File: config.mk
export PLATFORM = sky130hd
export DESIGN_NAME = rom_ctrl
export DESIGN_NICKNAME = d
export VERILOG_FILES = /design/src/rtl/rom_ctrl.sv
export SDC_FILE = /design/constraint.sdc
export NUM_CORES = 1
export LEC_CHECK = 0
export ABC_CLOCK_PERIOD_IN_PS = 5400
export CAP_MARGIN = 20
export CELL_PAD_IN_SITES_DETAIL_PLACEMENT = 1
export CELL_PAD_IN_SITES_GLOBAL_PLACEMENT = 1
export CORE_ASPECT_RATIO = 1.5
export CORE_MARGIN = 10
export CORE_UTILIZATION = 27
export CTS_CLUSTER_DIAMETER = 120
export CTS_CLUSTER_SIZE = 25
export DETAILED_ROUTE_END_ITERATION = 10
export PLACE_DENSITY_LB_ADDON = 0.1
export SETUP_SLACK_MARGIN = 0.05
export SYNTH_ARGS = -nofsm -noshare
export SYNTH_HDL_FRONTEND = slang
export SYNTH_SLANG_ARGS = --single-unit
File: constraint.sdc
create_clock -name clk -period 5.4 [get_ports clk]
set_input_delay 1.35 -clock clk [delete_from_list [all_inputs] [get_ports clk]]
set_output_delay 1.35 -clock clk [all_outputs]
set_load 0.05 [all_outputs]
File: src/rtl/rom_ctrl.sv
// rom_ctrl: serves mapper PRG/CHR ROM reads from a single byte-wide backing
// memory. Offsets are mapped to iNES image addresses using the header, and the
// two clients share the memory port under round-robin arbitration.
module rom_ctrl #(
  parameter int unsigned   AW   = 24,
  parameter logic [AW-1:0] BASE = '0
) (
  input  logic          clk,
  input  logic          resetn,
  input  logic [127:0]  header,
  input  logic [20:0]   promaddr,
  input  logic          promreq,
  output logic          promack,
  output logic [7:0]    promdata,
  input  logic [20:0]   cromaddr,
  input  logic          cromreq,
  output logic          cromack,
  output logic [7:0]    cromdata,
  output logic [AW-1:0] ramaddr,
  output logic          ramreq,
  input  logic          ramack,
  input  logic [7:0]    ramrdata,
  output logic          oor
);

  localparam int unsigned RW  = 21;  // client offset / CHR size width
  localparam int unsigned PSW = 22;  // PRG size width

  typedef enum logic [1:0] {IDLE, BUSY, RESP} state_t;

  state_t        state, state_nx;
  logic          last_chr, last_chr_nx;  // 1: CHR was granted most recently
  logic          pick_chr;
  logic [AW-1:0] ramaddr_nx;
  logic          ramreq_nx, promack_nx, cromack_nx, oor_nx;
  logic [7:0]    promdata_nx, cromdata_nx;

  logic [PSW-1:0] prgsize;
  logic [RW-1:0]  chrsize;
  logic [AW-1:0]  prgbase, chrbase;
  logic           prg_in, chr_in;
  logic           header_unused;

  // Image layout: 16-byte header, optional 512-byte trainer, PRG, then CHR
  assign prgsize = {header[39:32], 14'b0};
  assign chrsize = {header[47:40], 13'b0};
  assign prgbase = BASE + AW'(16) + (header[50] ? AW'(512) : AW'(0));
  assign chrbase = prgbase + AW'(prgsize);
  assign prg_in  = PSW'(promaddr) < prgsize;
  assign chr_in  = cromaddr < chrsize;

  assign header_unused = ^{header[127:51], header[49:48], header[31:0]};

  // Next-state and next-output logic: arbitration, mapping and completion
  always_comb begin
    state_nx    = state;
    last_chr_nx = last_chr;
    pick_chr    = 1'b0;
    ramaddr_nx  = ramaddr;
    ramreq_nx   = ramreq;
    promack_nx  = 1'b0;
    cromack_nx  = 1'b0;
    promdata_nx = promdata;
    cromdata_nx = cromdata;
    oor_nx      = oor;
    case (state)
      IDLE: begin
        if (promreq || cromreq) begin
          pick_chr    = cromreq && (!promreq || !last_chr);
          last_chr_nx = pick_chr;
          if (pick_chr ? chr_in : prg_in) begin
            ramaddr_nx = pick_chr ? (chrbase + AW'(cromaddr))
                                  : (prgbase + AW'(promaddr));
            ramreq_nx  = 1'b1;
            state_nx   = BUSY;
          end else begin
            // Out-of-region read: answer with 8'hFF without touching memory
            if (pick_chr) begin
              cromdata_nx = 8'hFF;
              cromack_nx  = 1'b1;
            end else begin
              promdata_nx = 8'hFF;
              promack_nx  = 1'b1;
            end
            oor_nx   = 1'b1;
            state_nx = RESP;
          end
        end
      end
      BUSY: begin
        if (ramack) begin
          ramreq_nx = 1'b0;
          if (last_chr) begin
            cromdata_nx = ramrdata;
            cromack_nx  = 1'b1;
          end else begin
            promdata_nx = ramrdata;
            promack_nx  = 1'b1;
          end
          state_nx = RESP;
        end
      end
      RESP:    state_nx = IDLE;
      default: state_nx = IDLE;
    endcase
  end

  // State and registered outputs
  always_ff @(posedge clk or negedge resetn) begin
    if (!resetn) begin
      state    <= IDLE;
      last_chr <= 1'b1;
      ramaddr  <= '0;
      ramreq   <= 1'b0;
      promack  <= 1'b0;
      cromack  <= 1'b0;
      promdata <= 8'h00;
      cromdata <= 8'h00;
      oor      <= 1'b0;
    end else begin
      state    <= state_nx;
      last_chr <= last_chr_nx;
      ramaddr  <= ramaddr_nx;
      ramreq   <= ramreq_nx;
      promack  <= promack_nx;
      cromack  <= cromack_nx;
      promdata <= promdata_nx;
      cromdata <= cromdata_nx;
      oor      <= oor_nx;
    end
  end

endmodule
==> results.sh <==
export IMPL_status="finished clean"
export IMPL_setup_viol=0
export IMPL_dp_hpwl_mm=9.147
export IMPL_cts_resized=0
export IMPL_r2r_end="ramaddr[5]$_DFFE_PN0P_"
export IMPL_combPwrFrac_pct=59.3
export IMPL_cp_max_fo=34
export IMPL_yosysWarnings=0
export IMPL_min_path_type="reg -> reg"
export IMPL_skew_ns=0.01079
export IMPL_synth_distinct_cells=55
export IMPL_hold_end="oor$_DFFE_PN0P_"
export IMPL_tightest_slew_ns=0.8926
export IMPL_detailedRoute_firstPassIterationCount=4
export IMPL_grt_pass1_vias=3481
export IMPL_required_ns=5.62
export IMPL_switching_share_pct=49.35
export IMPL_finalNonFillerCells=634
export IMPL_critPathCaptureType="flip-flop"
export IMPL_cts_tree="built"
export IMPL_cp_arrival_ns=4.01
export IMPL_ys_seq_area_share_pct=34.85
export IMPL_min_path_cells=1
export IMPL_antenna_diode_count=0
export IMPL_synth_seq_cells=46
export IMPL_synth_area_top_cells="dfrtp_1 (34%), ha_1 (9.1%), nand2_1 (4.8%), nor2_1 (4.7%), xor2_1 (3.7%)"
export IMPL_finalHoldViolCount=0
export IMPL_multi_input_area_sq_um=1981
export IMPL_max_cap_violations=0
export IMPL_finalNetCount=687
export IMPL_setup_tns_ns=0
export IMPL_regArea_sq_um=1152
export IMPL_drc=0
export IMPL_slew_headroom_pct=40.40
export IMPL_whs_ns=0.4783
export IMPL_dpl_cell_area_sq_um=4573
export IMPL_rows=49
export IMPL_worstRegToRegCells=7
export IMPL_detail_route_antenna_nets=0
export IMPL_vias=3185
export IMPL_power_leakage_uw=0.001932
export IMPL_startpoint_type="input pin"
export IMPL_critPathKind="in -> reg"
export IMPL_io_buffer_count=114
export IMPL_path_clk_slew_ns=0.07
export IMPL_synth_cells=370
export IMPL_core_sq_um=12020
export IMPL_drv_slew=0
export IMPL_grt_use_total_pct=13.66
export IMPL_holdCritStartpoint="oor$_DFFE_PN0P_"
export IMPL_p_int_uw=1146
export IMPL_drive_gt1_share_pct=8.108
export IMPL_yosys_area_top_type="dfrtp_1"
export IMPL_rsz0062_at_grt="no"
export IMPL_post_route_period_util_pct=70.26
export IMPL_cts_sinks=46
export IMPL_grt_first_pass_wirelength_mm=18.37
export IMPL_synth_nets=577
export IMPL_switchingPower_uw=1116
export IMPL_start_util_pct=27.52
export IMPL_io_pins=227
export IMPL_clock_latency_ns=0.30
export IMPL_viasPerCell=5.024
export IMPL_dieArea_sq_um=17170
export IMPL_cts_root_buf="clkbuf_16"
export IMPL_hold_buffers=0
export IMPL_post_drt_wl_per_cell_um=18.29
export IMPL_drt_wl_total_mm=11.60
export IMPL_cts_setup_buffers=0
export IMPL_grt_overflow=0
export IMPL_fmax_ghz=0.2636
export IMPL_mostFrequentLayoutCells="clkdlybuf4s50_1 (113), dfrtp_1 (45), nand2_1 (42), nor2_1 (41), ha_1 (24)"
export IMPL_grt_start_max_net_pins=47
export IMPL_r2r_setup_slack_ns=3.26
export IMPL_die_w_um=110.4
export IMPL_peakVddDrop_mv=0.1866
export IMPL_fin_crit_ns=3.794
export IMPL_dp_cells=626
export IMPL_drt_iter0_markers=66
export IMPL_yosysTopAreaCellShare_pct=34.05
export IMPL_gp_congestion=0.7824
export IMPL_cts_buffer_depth=2
export IMPL_fill_cells=1431
export IMPL_pwr_share_clk_pct=15.1
export IMPL_seq_power_share_pct=25.6
export IMPL_synth_avg_cell_area_sq_um=8.938
export IMPL_finalCoreUtilization_pct=39.32
export IMPL_r2r_start="state[0]$_DFFE_PN0P_"
export IMPL_final_common_cell="clkdlybuf4s50_1"
export IMPL_synth_area_sq_um=3307
export IMPL_power_density_nw_per_um2=478.7
export IMPL_area_delta_synth_final_pct=42.87
export IMPL_final_area_sq_um=4725
export IMPL_antenna_found_initial=0
export IMPL_numCtsBuffers=5
export IMPL_cts_htree_levels=2
export IMPL_die_h_um=155.5
-- critical path, stage by stage --
cell and delay [ns]:
clkdlybuf4s50_1 0.53, nand2b_1 0.22, a2111oi_2 0.46, o31ai_2 0.19, o2bb2ai_4 0.75, buf_4 0.29, nor2_1 0.06, a31oi_1 0.13
-- cell usage after synthesis (all sizes together) --
library cell   n
o21a           7
nand3         15
buf            7
a211oi         2
and3           3
conb           1
o211ai         2
nand4b         2
dfstp          1
nor3           6
xor2          14
or2            2
or4            2
a21oi         20
a22oi          1
nand2         42
nand4          9
dfrtp         45
nor2b          1
and3b          1
a31oi         13
a41o           4
nand2b         3
a311oi         1
inv           22
a21o           7
xnor2         10
nor2          42
o21bai         2
ha            24
o2bb2ai        1
and2b          1
nor4           2
and2           2
mux2i          3
clkbuf         8
a211o          1
o32ai          2
a2111oi        2
o32a           9
o21ai         17
o31ai          3
mux2           7
or3            1
-- sequential cells by signal (all words and copies together), names as in the netlist --
name and flops:
state 2, cromdata 8, promdata 8, cromack 1, promack 1, ramreq 1, ramaddr 23, oor 1
last_chr 1
-- through the flow --
step                      setup slack (ns)  power (uW)
after global routing                 1.406        2408
after CTS                            1.532        2305
after floorplan                      2.411        1476
after global placement               1.182        1936
final                                1.606        2262
after detailed placement             1.225        1951
-- final cells by class --
type	count	area share [%]
Tap cell	153	4.052
Sequential cell	46	24.39
Inverter	22	1.748
Clock inverter	3	0.5561
Clock buffer	5	2.648
Timing Repair Buffer	118	24.68
Multi-Input combinational cell	287	41.92
-- kinds of logic (layout without fill, tap and decap cells) --
kind of cell             count (synthesis)  after routing  synth area share, %
AND/OR/NAND/NOR                        134            134                19.03
AO/OA/AOI/OAI                           94             94                22.02
flip-flops                              46             46                34.85
buffers and inverters                   37            148                5.259
adder cells (fa/ha/maj)                 24             24                9.081
XOR/XNOR                                24             24                6.356
multiplexers                            10             10                3.292
other                                    1              1               0.1134
-- worst max-delay path by stage --
stage | start | endpoint | slack, ns | cells past startpoint
after floorplan | header[33] | ramaddr[19]$_DFFE_PN0P_ | 2.41 | 7
after global placement | header[41] | ramaddr[9]$_DFFE_PN0P_ | 1.18 | 9
after detailed placement | header[41] | ramaddr[5]$_DFFE_PN0P_ | 1.23 | 9
after CTS | cromaddr[13] | ramaddr[9]$_DFFE_PN0P_ | 1.53 | 8
after global routing | cromaddr[13] | ramaddr[9]$_DFFE_PN0P_ | 1.41 | 8
final | cromaddr[13] | ramaddr[5]$_DFFE_PN0P_ | 1.61 | 8
-- power groups by stage --
stage / logic, uW / clock network, uW / registers [uW]
floorplan: 418 / 0 / 1060
global placement: 1360 / 0 / 580
detailed placement: 1360 / 0 / 588
CTS: 1370 / 354 / 583
global route: 1440 / 366 / 603
finish: 1340 / 341 / 580
-- per-layer routing --
metal  global-route usage, %  vias up  part of all wire, %
met1                   14.84     1546                   40
li1                        -     1541                    -
met4                   3.438        0                  1.2
met2                   23.20       88                   49
met3                   6.369       10                   10
met5                       0        -                    0
Note: power is estimated with default switching activity, not from simulation.
